**src/rtl/uart_loader_pkg.sv**
```systemverilog
// rtl/uart_loader_pkg.sv - shared constants for the UART boot ROM loader
// Purpose: FSM state encoding, error codes, frame header length and state
//          classification helpers used by the loader and its byte fetcher.
// Ports:   none (package)
package uart_loader_pkg;

  localparam logic [3:0] ST_IDLE        = 4'd0;
  localparam logic [3:0] ST_LOAD_HDR_HI = 4'd1;
  localparam logic [3:0] ST_LOAD_HDR_LO = 4'd2;
  localparam logic [3:0] ST_LOAD_HI     = 4'd3;
  localparam logic [3:0] ST_LOAD_LO     = 4'd4;
  localparam logic [3:0] ST_WRITE       = 4'd5;
  localparam logic [3:0] ST_LOAD_CSUM   = 4'd6;
  localparam logic [3:0] ST_DONE        = 4'd7;
  localparam logic [3:0] ST_ERROR       = 4'd8;

  localparam logic [1:0] ERR_NONE    = 2'd0;
  localparam logic [1:0] ERR_TIMEOUT = 2'd1;
  localparam logic [1:0] ERR_SIZE    = 2'd2;
  localparam logic [1:0] ERR_CSUM    = 2'd3;

  // Word count prefix (N_hi, N_lo) preceding the payload.
  localparam int HDR_BYTES = 2;

  // States in which the loader is waiting for a byte from the FIFO.
  function automatic logic is_fetch_state(input logic [3:0] s);
    return (s == ST_LOAD_HDR_HI) || (s == ST_LOAD_HDR_LO) ||
           (s == ST_LOAD_HI)     || (s == ST_LOAD_LO)     ||
           (s == ST_LOAD_CSUM);
  endfunction

  function automatic logic is_busy_state(input logic [3:0] s);
    return is_fetch_state(s) || (s == ST_WRITE);
  endfunction

endpackage

```
**src/rtl/uart_rom_loader_if.sv**
```systemverilog
// rtl/uart_rom_loader_if.sv - UART FIFO / ROM write / CPU control bundle
// Purpose: groups every loader signal except clock and reset.
// Ports:   master = loader side (drives o_*), slave = environment side
//          (drives i_*: start pulse, FIFO empty flag and read data).
interface uart_rom_loader_if #(
  parameter int ADDR_BITS = 15
);
  logic                 i_Start;
  logic                 i_UART_Empty;
  logic [7:0]           i_UART_Data;
  logic                 o_Read_EN;
  logic [ADDR_BITS-1:0] o_ROM_Addr;
  logic [15:0]          o_ROM_Data;
  logic                 o_ROM_WE;
  logic                 o_CPU_Reset;
  logic                 o_Busy;
  logic                 o_Done;
  logic                 o_Error;
  logic [1:0]           o_Error_Code;

  modport master (
    input  i_Start, i_UART_Empty, i_UART_Data,
    output o_Read_EN, o_ROM_Addr, o_ROM_Data, o_ROM_WE,
           o_CPU_Reset, o_Busy, o_Done, o_Error, o_Error_Code
  );

  modport slave (
    output i_Start, i_UART_Empty, i_UART_Data,
    input  o_Read_EN, o_ROM_Addr, o_ROM_Data, o_ROM_WE,
           o_CPU_Reset, o_Busy, o_Done, o_Error, o_Error_Code
  );
endinterface

```
**src/rtl/uart_byte_fetch.sv**
```systemverilog
// rtl/uart_byte_fetch.sv - one-outstanding-read FIFO fetcher with idle timeout
// Purpose: strobes the UART FIFO when a byte is requested, captures the data
//          a clock later and flags a timeout when the FIFO stays empty.
// Ports:   clk, rst (async, active high); req / timeout_en from the FSM;
//          uart_empty, uart_data from the FIFO; read_en to the FIFO;
//          byte_valid (one-cycle) + byte_data, timeout (level) to the FSM.
module uart_byte_fetch #(
  parameter int TIMEOUT_CYCLES = 50000000
) (
  input  logic       clk,
  input  logic       rst,
  input  logic       req,
  input  logic       timeout_en,
  input  logic       uart_empty,
  input  logic [7:0] uart_data,
  output logic       read_en,
  output logic       byte_valid,
  output logic [7:0] byte_data,
  output logic       timeout
);
  localparam int            CW    = $clog2(TIMEOUT_CYCLES + 1);
  localparam logic [CW-1:0] LIMIT = CW'(TIMEOUT_CYCLES);

  logic          pending;
  logic [CW-1:0] idle_cnt;

  assign timeout = (idle_cnt == LIMIT);

  always_ff @(posedge clk or posedge rst) begin
    if (rst) begin
      read_en    <= 1'b0;
      pending    <= 1'b0;
      byte_valid <= 1'b0;
      byte_data  <= 8'h00;
      idle_cnt   <= '0;
    end else begin
      // A new strobe waits until the previous byte has been consumed, so the
      // FSM can leave the fetch states without a read left in flight.
      read_en    <= req && !uart_empty && !read_en && !pending &&
                    !byte_valid && !timeout;
      pending    <= read_en;
      byte_valid <= pending;
      if (pending) byte_data <= uart_data;

      if (!timeout_en || byte_valid)
        idle_cnt <= '0;
      else if (uart_empty && !read_en && !pending && !timeout)
        idle_cnt <= idle_cnt + CW'(1);
    end
  end
endmodule

```
**src/rtl/uart_rom_loader.sv**
```systemverilog
// rtl/uart_rom_loader.sv - boot loader: UART frame -> Hack instruction ROM
// Purpose: parses N_hi N_lo, N big-endian words, XOR checksum; writes words to
//          ROM from address 0, holds the CPU in reset unless the load was clean.
// Ports:   i_CLK, i_RESET (async, active high); bus (master): start pulse,
//          UART FIFO read side, ROM write port, CPU reset, status/error code.
module uart_rom_loader #(
  parameter int ADDR_BITS      = 15,
  parameter int TIMEOUT_CYCLES = 50000000,
  parameter bit AUTO_START     = 1'b1
) (
  input logic               i_CLK,
  input logic               i_RESET,
  uart_rom_loader_if.master bus
);
  import uart_loader_pkg::*;

  localparam logic [3:0]  RESET_STATE = AUTO_START ? ST_LOAD_HDR_HI : ST_IDLE;
  localparam logic [16:0] MAX_WORDS   = 17'(1) << ADDR_BITS;

  logic [3:0]           state, state_d;
  logic [1:0]           err_d;
  logic [7:0]           hdr_hi, word_hi, csum;
  logic [15:0]          word_count, hdr_count;
  logic [16:0]          words_done;
  logic [ADDR_BITS-1:0] addr;
  logic [15:0]          rom_data;
  logic                 rom_we, busy, done, error;
  logic [1:0]           err_code;
  logic                 req, timeout_en, byte_valid, timeout, start_load;
  logic [7:0]           byte_data;

  assign req        = is_fetch_state(state);
  // The first header byte may take arbitrarily long to arrive.
  assign timeout_en = req && (state != ST_LOAD_HDR_HI);
  assign hdr_count  = {hdr_hi, byte_data};
  assign start_load = bus.i_Start &&
                      ((state == ST_IDLE) || (state == ST_DONE) || (state == ST_ERROR));

  uart_byte_fetch #(.TIMEOUT_CYCLES(TIMEOUT_CYCLES)) u_fetch (
    .clk        (i_CLK),
    .rst        (i_RESET),
    .req        (req),
    .timeout_en (timeout_en),
    .uart_empty (bus.i_UART_Empty),
    .uart_data  (bus.i_UART_Data),
    .read_en    (bus.o_Read_EN),
    .byte_valid (byte_valid),
    .byte_data  (byte_data),
    .timeout    (timeout)
  );

  always_comb begin
    state_d = state;
    err_d   = ERR_NONE;
    case (state)
      ST_IDLE, ST_DONE, ST_ERROR:
        if (start_load) state_d = ST_LOAD_HDR_HI;
      ST_LOAD_HDR_HI:
        if (byte_valid) state_d = ST_LOAD_HDR_LO;
      ST_LOAD_HDR_LO: begin
        if (timeout) begin
          state_d = ST_ERROR;
          err_d   = ERR_TIMEOUT;
        end else if (byte_valid) begin
          // Size is rejected before any payload byte is read.
          if ({1'b0, hdr_count} > MAX_WORDS) begin
            state_d = ST_ERROR;
            err_d   = ERR_SIZE;
          end else if (hdr_count == 16'd0) begin
            state_d = ST_LOAD_CSUM;
          end else begin
            state_d = ST_LOAD_HI;
          end
        end
      end
      ST_LOAD_HI: begin
        if (timeout) begin
          state_d = ST_ERROR;
          err_d   = ERR_TIMEOUT;
        end else if (byte_valid) begin
          state_d = ST_LOAD_LO;
        end
      end
      ST_LOAD_LO: begin
        if (timeout) begin
          state_d = ST_ERROR;
          err_d   = ERR_TIMEOUT;
        end else if (byte_valid) begin
          state_d = ST_WRITE;
        end
      end
      ST_WRITE:
        state_d = (words_done + 17'd1 == {1'b0, word_count}) ? ST_LOAD_CSUM : ST_LOAD_HI;
      ST_LOAD_CSUM: begin
        if (timeout) begin
          state_d = ST_ERROR;
          err_d   = ERR_TIMEOUT;
        end else if (byte_valid) begin
          if (byte_data == csum) begin
            state_d = ST_DONE;
          end else begin
            state_d = ST_ERROR;
            err_d   = ERR_CSUM;
          end
        end
      end
      default: state_d = ST_IDLE;
    endcase
  end

  always_ff @(posedge i_CLK or posedge i_RESET) begin
    if (i_RESET) begin
      state      <= RESET_STATE;
      hdr_hi     <= 8'h00;
      word_hi    <= 8'h00;
      csum       <= 8'h00;
      word_count <= 16'h0000;
      words_done <= 17'd0;
      addr       <= '0;
      rom_data   <= 16'h0000;
      rom_we     <= 1'b0;
      busy       <= 1'b0;
      done       <= 1'b0;
      error      <= 1'b0;
      err_code   <= ERR_NONE;
    end else begin
      state  <= state_d;
      busy   <= is_busy_state(state_d);
      rom_we <= 1'b0;

      if (start_load) begin
        addr       <= '0;
        words_done <= 17'd0;
        csum       <= 8'h00;
        done       <= 1'b0;
        error      <= 1'b0;
        err_code   <= ERR_NONE;
      end

      case (state)
        ST_LOAD_HDR_HI: if (byte_valid) hdr_hi <= byte_data;
        ST_LOAD_HDR_LO: if (byte_valid) word_count <= hdr_count;
        ST_LOAD_HI: if (byte_valid) begin
          word_hi <= byte_data;
          csum    <= csum ^ byte_data;
        end
        ST_LOAD_LO: if (byte_valid) begin
          rom_data <= {word_hi, byte_data};
          rom_we   <= 1'b1;
          csum     <= csum ^ byte_data;
        end
        // The write strobe is high during this state; advance afterwards.
        ST_WRITE: begin
          addr       <= addr + ADDR_BITS'(1);
          words_done <= words_done + 17'd1;
        end
        default: ;
      endcase

      if (state_d == ST_DONE && state != ST_DONE) done <= 1'b1;
      if (state_d == ST_ERROR && state != ST_ERROR) begin
        error    <= 1'b1;
        err_code <= err_d;
      end
    end
  end

  assign bus.o_ROM_Addr   = addr;
  assign bus.o_ROM_Data   = rom_data;
  assign bus.o_ROM_WE     = rom_we;
  assign bus.o_CPU_Reset  = (state != ST_DONE);
  assign bus.o_Busy       = busy;
  assign bus.o_Done       = done;
  assign bus.o_Error      = error;
  assign bus.o_Error_Code = err_code;
endmodule
```
**src/flat_wrapper.sv**
```systemverilog
// flat-port wrapper written by rule: the top's interface ports become plain ports
module uart_rom_loader_flat import uart_loader_pkg::*;
#(
  parameter int ADDR_BITS      = 15,
  parameter int TIMEOUT_CYCLES = 50000000,
  parameter bit AUTO_START     = 1'b1
)
  (i_CLK, i_RESET, bus_i_Start, bus_i_UART_Empty, bus_i_UART_Data, bus_o_Read_EN, bus_o_ROM_Addr, bus_o_ROM_Data, bus_o_ROM_WE, bus_o_CPU_Reset, bus_o_Busy, bus_o_Done, bus_o_Error, bus_o_Error_Code);
  uart_rom_loader_if #(.ADDR_BITS(ADDR_BITS)) bus_i ();
  input logic i_CLK;
  input logic i_RESET;
  input wire logic [$bits(bus_i.i_Start)-1:0] bus_i_Start;
  input wire logic [$bits(bus_i.i_UART_Empty)-1:0] bus_i_UART_Empty;
  input wire logic [$bits(bus_i.i_UART_Data)-1:0] bus_i_UART_Data;
  output wire logic [$bits(bus_i.o_Read_EN)-1:0] bus_o_Read_EN;
  output wire logic [$bits(bus_i.o_ROM_Addr)-1:0] bus_o_ROM_Addr;
  output wire logic [$bits(bus_i.o_ROM_Data)-1:0] bus_o_ROM_Data;
  output wire logic [$bits(bus_i.o_ROM_WE)-1:0] bus_o_ROM_WE;
  output wire logic [$bits(bus_i.o_CPU_Reset)-1:0] bus_o_CPU_Reset;
  output wire logic [$bits(bus_i.o_Busy)-1:0] bus_o_Busy;
  output wire logic [$bits(bus_i.o_Done)-1:0] bus_o_Done;
  output wire logic [$bits(bus_i.o_Error)-1:0] bus_o_Error;
  output wire logic [$bits(bus_i.o_Error_Code)-1:0] bus_o_Error_Code;
  assign bus_i.i_Start = bus_i_Start;
  assign bus_i.i_UART_Empty = bus_i_UART_Empty;
  assign bus_i.i_UART_Data = bus_i_UART_Data;
  assign bus_o_Read_EN = bus_i.o_Read_EN;
  assign bus_o_ROM_Addr = bus_i.o_ROM_Addr;
  assign bus_o_ROM_Data = bus_i.o_ROM_Data;
  assign bus_o_ROM_WE = bus_i.o_ROM_WE;
  assign bus_o_CPU_Reset = bus_i.o_CPU_Reset;
  assign bus_o_Busy = bus_i.o_Busy;
  assign bus_o_Done = bus_i.o_Done;
  assign bus_o_Error = bus_i.o_Error;
  assign bus_o_Error_Code = bus_i.o_Error_Code;
  uart_rom_loader #(.ADDR_BITS(ADDR_BITS), .TIMEOUT_CYCLES(TIMEOUT_CYCLES), .AUTO_START(AUTO_START)) u_core (.i_CLK(i_CLK), .i_RESET(i_RESET), .bus(bus_i));
endmodule
```
**config.mk**
```make
export PLATFORM = sky130hd
export DESIGN_NAME = uart_rom_loader_flat
export DESIGN_NICKNAME = d
export VERILOG_FILES = /design/src/rtl/uart_loader_pkg.sv /design/src/rtl/uart_rom_loader_if.sv /design/src/rtl/uart_byte_fetch.sv /design/src/rtl/uart_rom_loader.sv /design/src/flat_wrapper.sv
export SDC_FILE = /design/constraint.sdc
export NUM_CORES = 1
export LEC_CHECK = 0
export ABC_CLOCK_PERIOD_IN_PS = 12720
export CAP_MARGIN = 15
export CORE_MARGIN = 8
export CORE_UTILIZATION = 57
export DETAILED_ROUTE_END_ITERATION = 10
export PLACE_DENSITY = 0.78
export SETUP_SLACK_MARGIN = 0.05
export SLEW_MARGIN = 20
export SYNTH_ARGS = -nofsm -noshare
export SYNTH_HDL_FRONTEND = slang
export SYNTH_SLANG_ARGS = --single-unit
```
**constraint.sdc**
```tcl
create_clock -name i_CLK -period 12.72 [get_ports i_CLK]
set_clock_uncertainty 0.1 [all_clocks]
set_input_delay 3.18 -clock i_CLK [delete_from_list [all_inputs] [get_ports i_CLK]]
set_output_delay 3.18 -clock i_CLK [all_outputs]
set_load 0.01 [all_outputs]
```
==> metrics.txt <==
area of the multi-input gates=3260 um^2; switching share of power=32.7%; worst-margin pin slew=0.901 ns; CP startpoint kind=input pin; drt initial violations=380; vias in the first global route=5,197; placed instance count=818; layout cells sized above 1=16.2%; total CTS buffers=17; CP arrival=5.38 ns; met3 usage=5.61%; DRC errors left=0; ys async rst share=100%; Logic pwr share=27.7%; Synth Register Bits=135; half-perimeter wire length after placement=10,400 um; Die Span X=126 um; Die Area=16,000 um^2; P per Cell Area=203 nW/um^2; internal power=1.09 mW; switching power total=0.531 mW; Hold Buf Count CTS=0; minimum clock period=5.19 ns; Fmax=193 MHz; largest net degree at the start of global routing=73; CP Class=in2reg; Top FF cell, synth=dfrtp_1; Std-Cell Rows=40; number of H-tree levels=4; Syn Inst Count=660; Vias=5,237; Worst EP required=12.90 ns; Yosys warning total=0; met2 Use GR=33.0%; Remaining Overflow, GRT=0; fin crit share=40.8%; first-pass GRT wire length=25,700 um; vias per cell=6.17; per-cell routed wire length=18.2 um; Synth top area share=48.2%; Crit. End Element=flip-flop; status=finished, final reports clean; Layout fillers=853; Crit Path Max Fanout=9; clock power share=30.8%; Final setup viols=0; Pleak=3.44 nW; io pins=51; Sequential Area=3380 um^2; Placer Congestion=0.893; Post-Syn Nets=676; initial antenna violation count=0; sequential share of power=41.5%; Hold Crit Class=reg2reg; Starting Density=58.1%; number of diodes=0; setup bufs post-CTS=0; GR peak layer=met2; Bufs on Longest Clock Path=2; Non-Filler Instances=849; antenna violation net count after detailed routing=0; Synth area leaders=dfrtp_1 48%, mux2_2 9.1%, o21ai_0 4.1%, xnor2_1 4.0%, nor2_1 3.0%; register area share after synthesis=48.6%; die span in y=126 um; Distinct cells, synth=74; max_slew headroom=39.9%; Final nets=706; Yosys top cell by area=dfrtp_1; root buffer cell=clkbuf_16; Final Power=1.62 mW; WL final=15,500 um; worst vdd ir=0.161 mV; Layout Area Growth over Synthesis=15.1%; CTS tree=done; clk slew on worst S/H paths=0.06 ns; met1 Track Usage GR=23.7%; GRT Util Overall=19.7%; final hold vios=0; post-CTS sizing=0; total clock sinks=135; RSZ-0062 raised after global routing=false; DR pass1 iterations=7; Post-Route Setup TNS=0 ns; Avg Inst Size Synth=10.5 um^2; # port buffers=50; cell area after synthesis=6950 um^2; core area=12,000 um^2; Max-cap violations=0; max-slew violation count=0; Clk Latency, worst-skew pair=0.42 ns; EDFF count, synth=0
[layout make-up]
class | instances | area share, %
clock inverters | 12 | 1.88
multi-input cells | 472 | 40.8
repair buffers | 54 | 6.63
clock buffers | 19 | 5.66
flip-flops and latches | 135 | 42.2
well taps | 147 | 2.30
inverters | 10 | 0.501
[synthesized netlist by cell type, types with 6 or more instances]
cell type / number
a21o_1: 7
a21oi_1: 12
and2_1: 6
and3_1: 9
and4_1: 9
buf_2: 10
clkbuf_1: 21
dfrtp_1: 134
inv_1: 10
mux2_2: 56
nand2_1: 48
nand3_1: 28
nand4_1: 20
nor2_1: 55
nor3_1: 10
nor4_1: 8
o21ai_0: 57
o31ai_1: 10
xnor2_1: 32
xor2_1: 19
[state kept, by name, indices dropped and copies added, names as in the netlist]
name	cells
u_core.u_fetch.pending	1
u_core.bus.o_ROM_WE	1
u_core.words_done	17
u_core.u_fetch.read_en	1
u_core.u_fetch.byte_data	8
u_core.word_count	16
u_core.state	4
u_core.u_fetch.byte_valid	1
u_core.hdr_hi	8
u_core.word_hi	8
u_core.u_fetch.idle_cnt	26
u_core.bus.o_Busy	1
u_core.bus.o_Error_Code	2
u_core.bus.o_Done	1
u_core.csum	8
u_core.bus.o_ROM_Addr	15
u_core.bus.o_ROM_Data	16
u_core.bus.o_Error	1
[logic make-up (layout without fill, tap and decap cells)]
kind of cell | count (synthesis) | in the layout | share of synthesized area (%)
flip-flops | 135 | 135 | 48.6
adder cells (fa/ha/maj) | 4 | 4 | 0.720
AND/OR/NAND/NOR | 236 | 236 | 18.9
multiplexers | 61 | 61 | 9.79
AO/OA/AOI/OAI | 119 | 119 | 10.7
XOR/XNOR | 52 | 52 | 6.77
buffers and inverters | 53 | 95 | 4.46
[power by group through the flow]
| stage | Clock [mW] | Sequential [mW] | Combinational [mW] |
|---|---|---|---|
| floorplan | 0 | 0.619 | 0.344 |
| global placement | 0 | 0.670 | 0.432 |
| detailed placement | 0 | 0.678 | 0.448 |
| CTS | 0.507 | 0.673 | 0.454 |
| global route | 0.523 | 0.689 | 0.491 |
| finish | 0.500 | 0.674 | 0.450 |
[placed cells by master, fill, tap and decap left out, types with 19 or more instances in the layout]
cell | synthesis | routed
xnor2_1 | 32 | 32
nand2_1 | 48 | 48
mux2_2 | 56 | 56
dfrtp_1 | 134 | 134
nor2_1 | 55 | 55
xor2_1 | 19 | 19
nand3_1 | 28 | 28
clkdlybuf4s50_1 | 0 | 50
nand4_1 | 20 | 20
o21ai_0 | 57 | 56
[per-stage QoR]
step | hold WS, ns | worst slack (ns) | area [um^2] | utilization, %
finish | 0.348 | 7.53 | 8000 | 66.9
global route | 0.371 | 7.37 | 8000 | 66.9
CTS | 0.350 | 7.58 | 8000 | 66.9
detailed placement | 0.329 | 7.15 | 7400 | 61.8
global placement | 0.332 | 7.21 | 7400 | 61.8
floorplan | 0.249 | 5.83 | 6950 | -
[per-layer routing]
metal / share of wire [%] / vias to the layer above
met2: 50 / 170
met4: 1.5 / 0
met5: 0 / -
met1: 43 / 2604
met3: 5.9 / 25
li1: - / 2438
[critical path, cell delays in order]
cell and delay (ns):
clkdlybuf4s50_1 0.47, nor3b_1 0.42, and4_1 0.36, nand4_1 0.33
nor4_1 0.40, xnor2_1 0.16, nor2_1 0.05
[path summary, 6_finish.rpt]
kind,cells past startpoint,slack [ns],start,endpoint
min in group asynchronous,2,3.17,i_RESET,u_core.u_fetch.idle_cnt[23]$_DFFE_PP0P_
max in group asynchronous,3,7.95,i_RESET,u_core.bus.o_ROM_Addr[13]$_DFFE_PP0P_
max,7,7.53,bus_i_UART_Empty,u_core.u_fetch.idle_cnt[23]$_DFFE_PP0P_
max reg2reg,6,9.84,u_core.state[1]$_DFF_PP0_,u_core.csum[3]$_DFF_PP0_
min,0,0.35,u_core.u_fetch.read_en$_DFF_PP0_,u_core.u_fetch.pending$_DFF_PP0_
min reg2reg,0,0.35,u_core.u_fetch.read_en$_DFF_PP0_,u_core.u_fetch.pending$_DFF_PP0_
(Power assumes the default switching activity.)
